## config.mk

```make
export PLATFORM = sky130hd
export DESIGN_NAME = spi_master
export DESIGN_NICKNAME = d
export VERILOG_FILES = /design/src/rtl/spi_master.sv
export SDC_FILE = /design/constraint.sdc
export NUM_CORES = 1
export LEC_CHECK = 0
export CAP_MARGIN = 40
export CORE_ASPECT_RATIO = 1.1
export CORE_MARGIN = 4
export CORE_UTILIZATION = 55
export DETAILED_ROUTE_END_ITERATION = 12
export GPL_ROUTABILITY_DRIVEN = 0
export PLACE_DENSITY = 0.83
export SLEW_MARGIN = 20
export SYNTH_ARGS = -nofsm -noshare
export SYNTH_HDL_FRONTEND = slang
export SYNTH_SLANG_ARGS = --single-unit
```

## constraint.sdc

```tcl
create_clock -name clk -period 3.4 [get_ports clk]
set_input_delay 0.68 -clock clk [delete_from_list [all_inputs] [get_ports clk]]
set_output_delay 0.68 -clock clk [all_outputs]
set_load 0.02 [all_outputs]
```

## src/rtl/spi_master.sv

```systemverilog
// SPI mode-0 master: one chip-select frame of FRAME_BITS bits, MSB first,
// with a registered SCK and a minimum chip-select gap between frames.
module spi_master #(
    parameter int CLK_DIV    = 50,
    parameter int FRAME_BITS = 48,
    parameter int GAP_CYCLES = 100
) (
    input  logic                  clk,
    input  logic                  nreset,
    input  logic                  start,
    input  logic [FRAME_BITS-1:0] tx_data,
    output logic                  busy,
    output logic                  done,
    output logic [FRAME_BITS-1:0] rx_data,
    output logic                  spi_sck,
    output logic                  spi_mosi,
    input  logic                  spi_miso,
    output logic                  spi_cs_n
);

    generate
        if (CLK_DIV < 2 || FRAME_BITS < 1 || FRAME_BITS > 64 || GAP_CYCLES < 1) begin : g_bad_param
            $error("spi_master: illegal CLK_DIV/FRAME_BITS/GAP_CYCLES");
        end
    endgenerate

    localparam int CNT_MAX = (CLK_DIV > GAP_CYCLES) ? CLK_DIV : GAP_CYCLES;
    localparam int CW      = (CNT_MAX > 1) ? $clog2(CNT_MAX) : 1;
    localparam int BW      = $clog2(FRAME_BITS + 1);

    localparam logic [CW-1:0] HALF_LAST = CW'(CLK_DIV - 1);
    localparam logic [CW-1:0] GAP_LAST  = CW'(GAP_CYCLES - 1);
    localparam logic [BW-1:0] BITS_LAST = BW'(FRAME_BITS);

    typedef enum logic [2:0] {
        IDLE,
        SETUP,
        HIGH,
        LOW,
        HOLD,
        GAP
    } state_e;

    state_e                state_q, state_d;
    logic [CW-1:0]         cnt_q, cnt_d;
    logic [BW-1:0]         bit_q, bit_d;
    logic [FRAME_BITS-1:0] tx_q, tx_d;
    logic [FRAME_BITS-1:0] rx_q, rx_d;
    logic [FRAME_BITS-1:0] rx_data_q, rx_data_d;
    logic                  sck_q, sck_d;
    logic                  mosi_q, mosi_d;
    logic                  cs_n_q, cs_n_d;
    logic                  busy_q, busy_d;
    logic                  done_q, done_d;

    logic                  cnt_last;
    logic [FRAME_BITS-1:0] tx_shift;
    logic [FRAME_BITS-1:0] rx_shift;

    always_comb begin
        state_d   = state_q;
        cnt_d     = cnt_q;
        bit_d     = bit_q;
        tx_d      = tx_q;
        rx_d      = rx_q;
        rx_data_d = rx_data_q;
        sck_d     = sck_q;
        mosi_d    = mosi_q;
        cs_n_d    = cs_n_q;
        busy_d    = busy_q;
        done_d    = 1'b0;

        cnt_last    = (state_q == GAP) ? (cnt_q == GAP_LAST) : (cnt_q == HALF_LAST);
        tx_shift    = tx_q << 1;
        rx_shift    = rx_q << 1;
        rx_shift[0] = spi_miso;

        unique case (state_q)
            IDLE: begin
                if (start) begin
                    tx_d    = tx_data;
                    mosi_d  = tx_data[FRAME_BITS-1];
                    cs_n_d  = 1'b0;
                    busy_d  = 1'b1;
                    cnt_d   = '0;
                    bit_d   = '0;
                    state_d = SETUP;
                end
            end
            SETUP, LOW: begin
                if (cnt_last) begin
                    // Rising SCK: sample MISO into the receive register.
                    sck_d   = 1'b1;
                    rx_d    = rx_shift;
                    bit_d   = bit_q + BW'(1);
                    cnt_d   = '0;
                    state_d = HIGH;
                end else begin
                    cnt_d = cnt_q + CW'(1);
                end
            end
            HIGH: begin
                if (cnt_last) begin
                    sck_d = 1'b0;
                    cnt_d = '0;
                    if (bit_q == BITS_LAST) begin
                        state_d = HOLD;
                    end else begin
                        tx_d    = tx_shift;
                        mosi_d  = tx_shift[FRAME_BITS-1];
                        state_d = LOW;
                    end
                end else begin
                    cnt_d = cnt_q + CW'(1);
                end
            end
            HOLD: begin
                if (cnt_last) begin
                    cs_n_d    = 1'b1;
                    mosi_d    = 1'b0;
                    rx_data_d = rx_q;
                    done_d    = 1'b1;
                    cnt_d     = '0;
                    state_d   = GAP;
                end else begin
                    cnt_d = cnt_q + CW'(1);
                end
            end
            GAP: begin
                if (cnt_last) begin
                    busy_d  = 1'b0;
                    cnt_d   = '0;
                    bit_d   = '0;
                    state_d = IDLE;
                end else begin
                    cnt_d = cnt_q + CW'(1);
                end
            end
            default: begin
                state_d = IDLE;
            end
        endcase
    end

    always_ff @(posedge clk or negedge nreset) begin
        if (!nreset) begin
            state_q   <= IDLE;
            cnt_q     <= '0;
            bit_q     <= '0;
            tx_q      <= '0;
            rx_q      <= '0;
            rx_data_q <= '0;
            sck_q     <= 1'b0;
            mosi_q    <= 1'b0;
            cs_n_q    <= 1'b1;
            busy_q    <= 1'b0;
            done_q    <= 1'b0;
        end else begin
            state_q   <= state_d;
            cnt_q     <= cnt_d;
            bit_q     <= bit_d;
            tx_q      <= tx_d;
            rx_q      <= rx_d;
            rx_data_q <= rx_data_d;
            sck_q     <= sck_d;
            mosi_q    <= mosi_d;
            cs_n_q    <= cs_n_d;
            busy_q    <= busy_d;
            done_q    <= done_d;
        end
    end

    assign busy     = busy_q;
    assign done     = done_q;
    assign rx_data  = rx_data_q;
    assign spi_sck  = sck_q;
    assign spi_mosi = mosi_q;
    assign spi_cs_n = cs_n_q;

endmodule

```

# [After elaboration in Yosys (flattened, before gate mapping)]
# Index checks and enable logic that the tools add are counted.
[totals] wordCells=79 out_inout_bits=53 register_bits=164 in_bits=52
[classes] eq_ne=14 n_addsub=2 reduce_logical=20 mux=32
[ops] operator="$mux 47" n=3
[ops] operator="$pmux 47 s2" n=1
[ops] operator="$mux 3" n=6
[ops] operator="$mux 6" n=3
[ops] operator="$pmux 6 s3" n=1
[ops] operator="$pmux 3 s5" n=1
[ops] operator="$mux 7" n=2
[ops] operator="$pmux 7 s2" n=1
[ops] operator="$ne 2x2->1 const B" n=6
[ops] operator="$mux 1" n=10
[ops] operator="$reduce_and 5->1" n=2
[ops] operator="$reduce_bool 2->1" n=5
[ops] operator="$reduce_and 3->1" n=3
[ops] operator="$reduce_and 4->1" n=2
[ops] operator="$add 7x1->7 const B" n=1
[ops] operator="$eq 7x6->1 const B" n=1
[ops] operator="$eq 7x7->1 const B" n=1
[ops] operator="$add 6x1->6 const B" n=1
[ops] operator="$eq 3x2->1 const B" n=2
[ops] operator="$eq 3x3->1 const B" n=2
[ops] operator="$eq 6x6->1 const B" n=1
[ops] operator="$pmux 1 s2" n=3
[ops] operator="$reduce_and 2->1" n=3
[ops] operator="$reduce_bool 3->1" n=2
[ops] operator="other kinds (5)" n=5

# [Logic depth before layout (Yosys ltp)]
[depth] depth_word=4 mapped_depth=8 mapped_depth_nobuf=6

# [Worst setup path after synthesis]
# Ideal clock, no wire load.
[synth_timing] path_kind="flip-flop to flip-flop" startpoint="register cnt_q[1]" endpoint="register rx_data_q[39] (netlist: rx_data[39])" path_stages_with_launch=8 setup_slack_ps=1231 setup_time_ps=125 n_path_buf=2 required_time_ps=3275 period_less_slack_ps=2169 t_arrival_ps=2044 cell_sequence="dfrtp_1 -> or3b_1 -> mux2i_4 -> nand2_4 -> or3_1 -> buf_6 -> buf_8 -> mux2_4"
[synth_between] elab_chain_cells=3 word_cells_on_any_way=4 classes_between="eq/ne: 2; mux: 1; reduce/logical: 1"
[synth_lines] item="from (decl)" line_no="45" source="logic [CW-1:0] cnt_q, cnt_d;"
[synth_lines] item="from (signal assigned)" line_no="160" source="cnt_q <= cnt_d;"
[synth_lines] item="$eq 7x6->1 / $eq 7x7->1 (equally long branches)" line_no="73" source="cnt_last = (state_q == GAP) ? (cnt_q == GAP_LAST) : (cnt_q == HALF_LAST);"
[synth_lines] item="$mux 1 (*)" line_no="73"
[synth_lines] item="$reduce_and 2->1 (no line) (*)"
[synth_lines] item="to (signal assigned)" line_no="164" source="rx_data_q <= rx_data_d;"
[synth_lines] item="to (decl)" line_no="49" source="logic [FRAME_BITS-1:0] rx_data_q, rx_data_d;"
# Mark *: on every way between the ends. The rest lies on a longest branch, timed or not.
# A chain may end at the register's enable or synchronous reset.

# [Worst setup path in the final report]
[layout_timing] startpoint="register state_q[1]" endpoint="register rx_q[43]"
[layout_between] elab_chain_cells=3 word_cells_on_any_way=6 classes_between="eq/ne: 3; mux: 1; reduce/logical: 2"
[layout_lines] item="from (decl)" line_no="44" source="state_e state_q, state_d;"
[layout_lines] item="from (signal assigned)" line_no="159" source="state_q <= state_d;"
[layout_lines] item="$eq 3x3->1 (tied with other cells)" line_no="73"
[layout_lines] item="$mux 1 / $reduce_or 2->1 (equally long branches)" line_no="73, 78"
[layout_lines] item="$reduce_and 2->1 (no line) (*)"
[layout_lines] item="to (signal assigned)" line_no="163" source="rx_q <= rx_d;"
[layout_lines] item="to (decl)" line_no="48" source="logic [FRAME_BITS-1:0] rx_q, rx_d;"
# Marks and branches as above.

==> flow_summary.json <==
{
  "status": "finished, final reports clean",
  "routedWlPerCell_um": 16.3,
  "max_slew.worst_pin.slew_ns": 0.739,
  "fin_cells": 813,
  "cts_tree": "done",
  "grt_usage": 0.191,
  "die_h_um": 127,
  "yosysMostFrequentCell": "dfrtp_1",
  "period_needed_ns": 2.69,
  "power.total_w": 0.00531,
  "dr.pass1.iters": 4,
  "yosys-top-cells-area": "dfrtp_1 57%, mux2_4 10%, mux2_2 7.8%, mux2i_1 6.6%, a21oi_1 3.9%",
  "ioPinCount": 105,
  "antenna_left": 0,
  "rsz0062_at_grt": "no",
  "area_delta_synth_final_pct": 25.0,
  "crit_path_end_kind": "flop",
  "drcViolationCount": 0,
  "cts.clk_slew.worst_paths_ns": 0.06,
  "synth_xor_area_frac": 0.00370,
  "grt_overflow": 0,
  "vdd_drop_max_uv": 367,
  "yosys.cell_types.count": 43,
  "fp.dieW_um": 116,
  "synthAdderAreaFrac": 0.00528,
  "cts.sinks": 164,
  "setup_viol": 0,
  "clock_latency_ns": 0.43,
  "seq_area_mm2": 0.00411,
  "finish.net_count": 698,
  "synth_edf_count": 0,
  "dpl.cell_count": 780,
  "max_freq_mhz": 371,
  "netlist_instances": 541,
  "reg2reg_slack_ns": 0.71,
  "clockBufferDepth": 2,
  "synth_mux_area_frac": 0.248,
  "max_slew_margin": 0.507,
  "antenna_found_initial": 0,
  "synth_top_family_by_area": "multiplexers",
  "r2r_cells": 5,
  "dieArea_mm2": 0.0148,
  "postCtsHoldBufs": 0,
  "timing.final.hold_violations": 0,
  "ys_ff_latch": 164,
  "yosys.area.top_type": "dfrtp_1",
  "n_fill_cell": 874,
  "finalCritPeriodShare": 0.792,
  "synth_top_area_frac": 0.574,
  "drv_slew": 0,
  "synth_compound_area_frac": 0.0623,
  "synth_area_mm2": 0.00711,
  "cp.required_ns": 3.71,
  "cp_data_arrival_time_ns": 3.00,
  "busiest_layer": "met2",
  "synth_ff_type": "dfrtp_1",
  "vias_per_cell": 5.44,
  "start_kind": "flop",
  "dr.first_iter.drc_count": 328,
  "synth_seq_area_share": 0.577,
  "numCtsBuffers": 17,
  "p_per_area_mw_per_mm2": 598,
  "layout-drive-gt1-share": 0.223,
  "yosysWarnings": 0,
  "cts_setup_buffers": 0,
  "cts_resized": 0,
  "setup_tns_ns": 0,
  "synth.top_cells.by_count": "163 x dfrtp_1, 55 x a21oi_1, 54 x nor2_1, 49 x mux2_2, 48 x mux2_4",
  "yosys.area_share.simple": 0.0723,
  "min_path_type": "in -> async",
  "cp_max_fo": 28,
  "path_class": "reg -> reg",
  "hpwl_um": 9060,
  "hold_ws_ns": 0.148,
  "rows": 43,
  "antennaDiodeCount": 0,
  "fin_skew_ns": 0.00833,
  "met3_usage": 0.0772,
  "grt_max_degree": 81,
  "grtUsageMet2": 0.300,
  "syn-num-nets": 596,
  "grt_pass1_wl_um": 22500,
  "grtUsageMet1": 0.245,
  "syn_area_per_cell_um2": 13.1,
  "drv_cap": 0,
  "port_buffers": 104,
  "leakagePower_nw": 4.10,
  "multi_input_area_mm2": 0.00280,
  "cts_max_level": 4,
  "cts-root-buf": "clkbuf_16",
  "placeableCoreArea_mm2": 0.0126,
  "initial_utilization": 0.562,
  "dr_total_vias": 4423,
  "synthArstFlopShare": 1.00,
  "wl_um": 13300,
  "grt_pass1_vias": 4615
}
==> logic make-up (layout without fill, tap and decap cells) <==
kind of cell	after synthesis	in the layout
compound gates	82	82
simple gates	110	110
fa+ha+maj	3	3
buf+inv	34	149
flops	164	164
mux	145	145
xor+xnor	3	3
==> layout by cell type, fill, tap and decap left out, types with 3 or more instances in the layout <==
cell,n
dfrtp_1,163
clkdlybuf4s50_1,103
a21oi_1,55
nor2_1,54
mux2_2,49
mux2_4,48
mux2i_1,47
nand2_1,18
clkbuf_16,17
o21ai_0,16
nand3_1,10
inv_1,5
and3_1,4
clkinv_4,4
buf_4,4
nor3_1,3
nand2b_1,3
and2_1,3
ha_1,3
==> layout make-up <==
type                            count  share of cell area
Sequential cell                   164               0.462
Tap cell                          157              0.0221
Timing Repair Buffer              112               0.131
Clock buffer                       19              0.0510
Inverter                            5             0.00211
Clock inverter                     13              0.0168
Multi-Input combinational cell    343               0.315
==> sequential cells by signal, indices dropped and copies added (netlist names) <==
name / flops
rx_data: 48
rx_q: 48
tx_q: 47
cnt_q: 7
bit_q: 6
state_q: 3
busy: 1
done: 1
spi_cs_n: 1
spi_mosi: 1
spi_sck: 1
==> per-stage QoR <==
| stage | area (um2) | setup WS, ns | util |
|---|---|---|---|
| after global placement | 8230 | 0.841 | 0.651 |
| final | 8890 | 0.707 | 0.703 |
| after floorplan | 7110 | 1.23 | - |
| after global routing | 8890 | 0.551 | 0.703 |
| after CTS | 8860 | 0.708 | 0.701 |
| after detailed placement | 8260 | 0.709 | 0.653 |
==> critical path: stages, from the launching register on <==
cell	delay (ns)
dfrtp_1	0.58
nand3b_1	0.22
mux2i_4	0.38
nand3_2	0.62
buf_4	0.45
mux2_2	0.29
==> per-layer routing <==
metal  vias to the layer above  wire length, um
li1                       2106                -
met1                      2189             5770
met2                       115             6430
met3                        13              950
met4                         0              125
met5                         -                0
==> power by group <==
group	switching, W	internal, W
registers	0.000255	0.00230
clock network	0.000797	0.00113
logic	0.000436	0.000395
==> final timing paths <==
path                                   startpoint                    to
max                        state_q[1]$_DFFE_PN0P_  rx_q[43]$_DFFE_PN0P_
max reg2reg                state_q[1]$_DFFE_PN0P_  rx_q[43]$_DFFE_PN0P_
min reg2reg                  spi_cs_n$_DFFE_PN1P_  spi_cs_n$_DFFE_PN1P_
min in group clk             spi_cs_n$_DFFE_PN1P_  spi_cs_n$_DFFE_PN1P_
min                                        nreset  rx_q[29]$_DFFE_PN0P_
max in group asynchronous                  nreset  tx_q[18]$_DFFE_PN0P_
(Power assumes the default switching activity.)
==> patch 1 (same flow settings) <==
Re-encode `state_e` (6 states) as one-hot, 6 bits wide.
--- a/src/rtl/spi_master.sv
+++ b/src/rtl/spi_master.sv
@@ -32,13 +32,13 @@
     localparam logic [CW-1:0] GAP_LAST  = CW'(GAP_CYCLES - 1);
     localparam logic [BW-1:0] BITS_LAST = BW'(FRAME_BITS);
 
-    typedef enum logic [2:0] {
-        IDLE,
-        SETUP,
-        HIGH,
-        LOW,
-        HOLD,
-        GAP
+    typedef enum logic [5:0] {
+        IDLE  = 6'b000001,
+        SETUP = 6'b000010,
+        HIGH  = 6'b000100,
+        LOW   = 6'b001000,
+        HOLD  = 6'b010000,
+        GAP   = 6'b100000
     } state_e;
 
     state_e                state_q, state_d;
Behaviour: no difference found for any inputs over 10 cycles, from zero or initial values and one cycle with nreset low; not proved beyond that.
==> patch 1 against the original RTL <==
Sequential power is essentially flat. Cell area grew 1.4%. Area after synthesis grew 2.5%. First-iteration DRC count grew 2.4%. Worst setup slack lost 100 ps. Sequential cell count grew 3. Routed wire length grew 12%. Clock skew grew 9.8 ps. Power grew 2.4%. Critical endpoint is now rx_q[41]$_DFFE_PN0P_. Largest power group unchanged.
==> patch 1: results (changes against the original RTL) <==
Outcome
  – Status: complete, no violations

Clock network
  – CTS Buf Count: 17 (unchanged)

Timing
  – Clock Skew: 18.1 ps (+9.78 ps)
  – Worst slew pin tran: 728 ps (-11.1 ps)
  – Hold Worst Slack: 57.6 ps (-90.1 ps)

Setup path
  – Delay of the slowest critical-path stage: 550 ps (-70 ps)
  – Flop-to-flop setup slack: 610 ps (-100 ps)
  – R2r endpoint: rx_q[41]$_DFFE_PN0P_
  – Crit path max-delay cell type: nor2_4
  – Crit-path max FO: 21 (-25%)
  – Cells on worst reg2reg path: 7 (+2)
  – CP arrival: 3100 ps (+100 ps)

Placed design
  – Dpl cells: 831 (+6.5%)
  – Detailed Place HPWL: 9.64 mm (+6.3%)

Yosys
  – Area contributors post-synth: dfrtp_1 (57%), mux2_2 (21%), nand2_1 (7.3%)
  – Post-synthesis sequential area ratio: 0.574 (-0.00341)
  – Synth unique cells: 50 (+16%)
  – Synth top cells by count: dfrtp_1 (165), nand2_1 (141), mux2_2 (138), nor2_1 (15), clkbuf_1 (12)
  – Flops & latches, synth: 167 (+1.8%)
  – Avg Cell Area, Syn: 12.3 µm² (-6.7%)
  – Synthesized net count: 649 (+8.9%)

GRT
  – Pin count of the biggest net entering global routing: 95 (+17%)
  – First-pass GRT wire length: 25.1 mm (+12%)
  – All-Layer GR Usage: 0.204 (+0.0127)
  – Vias in the first global route: 5120 (+11%)

Final layout
  – Share of layout cells above drive strength 1: 0.280 (+0.0575)
  – Final net count: 750 (+7.4%)

Power and ir drop
  – Leakage power: 0.00436 µW (+6.2%)
  – Worst vdd ir: 0.346 mV (-5.8%)

Routing
  – DR iter-0 viols: 336 (+2.4%)
  – DR pass1 iterations: 5 (+1)
  – Vias post-DR: 4766 (+7.8%)
  – Vias per inst: 5.52 (+1.4%)
  – WL/cell: 17.2 µm (+5.1%)
-- patch 1: changes by cell type after synthesis, sizes merged, moves of 5 or more --
| cell | unedited run | this run |
|---|---|---|
| nand2 | 19 | 141 |
| mux2i | 48 | 0 |
| a31oi | 2 | 7 |
| a21oi | 55 | 5 |
| nor2 | 54 | 16 |
| o21ai | 16 | 9 |
| mux2 | 97 | 145 |
-- patch 1: cell families (layout without fill, tap and decap cells) --
| family | after synthesis | after routing | share of synthesized area |
|---|---|---|---|
| AO/OA/AOI/OAI | 40 | 40 | 0.0366 |
| XOR/XNOR | 3 | 3 | 0.00361 |
| AND/OR/NAND/NOR | 199 | 199 | 0.123 |
| flip-flops | 167 | 167 | 0.574 |
| buffers and inverters | 37 | 150 | 0.0302 |
| adder cells (fa/ha/maj) | 3 | 3 | 0.00515 |
| multiplexers | 145 | 145 | 0.228 |
-- patch 1: per-stage QoR --
| step | instance area (µm²) | worst slack (ps) | power, µW |
|---|---|---|---|
| 2_1_floorplan | 7280 | 1290 | 3350 |
| 3_3_place_gp | 8430 | 762 | 3550 |
| 3_5_place_dp | 8430 | 666 | 3640 |
| 4_1_cts | 8980 | 638 | 5480 |
| 5_1_grt | 9010 | 474 | 5700 |
| 6_report | 9010 | 607 | 5440 |
-- patch 1: where the power goes --
group / internal, µW / leakage (µW) / switching (µW) / total [µW]
logic: 584 / 0.00189 / 479 / 1060
clock network: 1010 / 0.000260 / 807 / 1820
registers: 2340 / 0.00221 / 225 / 2560
total: 3930 / 0.00436 / 1510 / 5440
-- patch 1: cell type report --
type	count	area, µm²
flip-flops and latches	167	4180
fillers	888	3790
multi-input cells	390	2900
repair buffers	115	1170
clock buffers	18	429
well taps	157	196
clock inverters	13	123
inverters	4	15.0
-- patch 1: worst max path at each step --
stage,from,end,cells past startpoint
finish,state_q[1]$_DFFE_PN0P_,rx_q[41]$_DFFE_PN0P_,7
CTS,state_q[1]$_DFFE_PN0P_,rx_q[41]$_DFFE_PN0P_,6
floorplan,state_q[2]$_DFFE_PN0P_,rx_q[26]$_DFFE_PN0P_,7
global placement,state_q[2]$_DFFE_PN0P_,rx_q[38]$_DFFE_PN0P_,5
global route,state_q[1]$_DFFE_PN0P_,rx_q[41]$_DFFE_PN0P_,7
detailed placement,state_q[1]$_DFFE_PN0P_,rx_q[44]$_DFFE_PN0P_,6
-- patch 1: worst register-to-register path: cells and delay by family (launching register included) --
family | cells | cell delay, ps
flops | 1 | 460
simple gates | 3 | 1240
buf+inv | 2 | 540
compound gates | 1 | 60
mux | 1 | 370
-- patch 1: per-layer routing --
metal,routed length [µm],track usage
met5,0,0
met4,102,0.0662
met3,762,0.0655
met2,7780,0.349
met1,6190,0.248
==> patch 2 (config.mk and constraints unchanged) <==
Made on the original files. Set the parameter `GAP_CYCLES` to 150 (it was 100).
--- a/src/rtl/spi_master.sv
+++ b/src/rtl/spi_master.sv
@@ -3,7 +3,7 @@
 module spi_master #(
     parameter int CLK_DIV    = 50,
     parameter int FRAME_BITS = 48,
-    parameter int GAP_CYCLES = 100
+    parameter int GAP_CYCLES = 150
 ) (
     input  logic                  clk,
     input  logic                  nreset,
Check against the original RTL: no difference found for any inputs over 10 cycles, from zero or initial values and one cycle with nreset low; that may be too few to reach the edited logic, so the function may still have changed.
==> patch 2 against the original RTL <==
Sequential cell count increased by 1. Area after synthesis increased by 1.4%. Critical endpoint is now tx_q[15]$_DFFE_PN0P_. Worst setup slack improved by 150 ps. Routed wire length about the same. Non-clock buffer count decreased by 1. Cell area increased by 0.58%. Clock skew increased by 0.74 ps.
Power is not compared: it rests on default switching activity, and its combinational part moved more than twofold at a synthesized area within 25%.
==> patch 2: results (changes against the original RTL) <==
Final layout
  – Share of layout cells above drive strength 1: 0.392 (+0.169)
  – Final net count: 648 (-7.2%)
  – Fillers: 855 (-2.2%)
  – Non-filler instance count after layout: 762 (-6.3%)

Setup path
  – Crit-path max FO: 47 (+68%)
  – R2r endpoint: tx_q[15]$_DFFE_PN0P_
  – WS Path Type: reg -> reg
  – CP arrival: 2840 ps (-160 ps)
  – Crit. Startpoint: state_q[2]$_DFFE_PN0P_
  – Flop-to-flop setup slack: 860 ps (+150 ps)
  – Crit path max-delay cell type: dfrtp_1
  – Cell family with most CP delay: multiplexers
  – Delay of the slowest critical-path stage: 590 ps (-30 ps)

Routing
  – Vias per inst: 5.44 (about the same)
  – DR iter-0 viols: 217 (-34%)
  – WL/cell: 17.4 µm (+6.6%)
  – Detail Route Antenna Nets: 0 (unchanged)

Yosys
  – Area contributors post-synth: dfrtp_1 (57%), mux2_2 (25%), mux2_4 (6.0%)
  – Synth unique cells: 45 (+4.7%)
  – Avg Cell Area, Syn: 14.8 µm² (+13%)
  – FFs w/ async S/R, synth: 1.00 (unchanged)
  – Synth top cells by count: dfrtp_1 (164), mux2_2 (158), mux2_4 (29), buf_2 (12), nand2_1 (12)
  – Post-synthesis sequential area ratio: 0.573 (-0.00445)
  – Synthesized net count: 542 (-9.1%)

Timing
  – Final hold viol count: 0 (unchanged)
  – Tmin final: 2540 ps (-153 ps)
  – Slew HR: 0.508 (+0.000801)
  – Clock Skew: 9.07 ps (+0.738 ps)
  – Hold Worst Slack: 267 ps (+119 ps)

Clock network
  – Clock latency at the later pin of the worst-skew pair: 410 ps (-20 ps)
  – Root Buffer: clkbuf_16
  – Htree depth: 4 (unchanged)
  – Setup Buffers After CTS: 0 (unchanged)
  – Reg clk slew, reported paths: 60 ps (about the same)

GRT
  – First-pass GRT wire length: 22.4 mm (-0.31%)
  – Pin count of the biggest net entering global routing: 73 (-9.9%)
  – Met3 usage: 0.0453 (-0.0319)
  – Met2 usage: 0.314 (+0.0136)
  – Met1 Track Usage GR: 0.255 (+0.00923)
  – Vias in the first global route: 4467 (-3.2%)
  – All-Layer GR Usage: 0.193 (+0.00186)

Placed design
  – DP Worst Slack: 673 ps (-36.6 ps)
  – Detailed Place HPWL: 8.85 mm (-2.3%)
  – DP Area: 8380 µm² (+1.5%)
  – Dpl cells: 730 (-6.4%)

Power and ir drop
  – Clk pwr: 1770 µW
  – Net switching power: 834 µW

Outcome
  – Status: complete, no violations
[patch 2: final cells by class]
| cell class | count | area, µm² | share of cell area |
|---|---|---|---|
| sequential | 165 | 4130 | 0.462 |
| multi-input combinational | 293 | 2920 | 0.327 |
| timing repair buffer | 111 | 1120 | 0.125 |
| clock buffer | 23 | 488 | 0.0546 |
| tap | 157 | 196 | 0.0220 |
| clock inverter | 9 | 68.8 | 0.00770 |
| inverter | 4 | 15.0 | 0.00168 |
[patch 2: logic make-up after synthesis]
group,synth area share
DFF,0.573
xor gates and xnor gates,0.00608
muxes,0.316
buffers and inverters,0.0229
and+or+nand+nor,0.0505
AOI/OAI and AO/OA,0.0241
adders and majority gates,0.00694
[patch 2: routing by layer]
metal  vias to the layer above  wire length (µm)
met5                         -                 0
met4                         0               182
met3                        13               456
met2                        74              6820
met1                      2101              5800
li1                       1957                 -
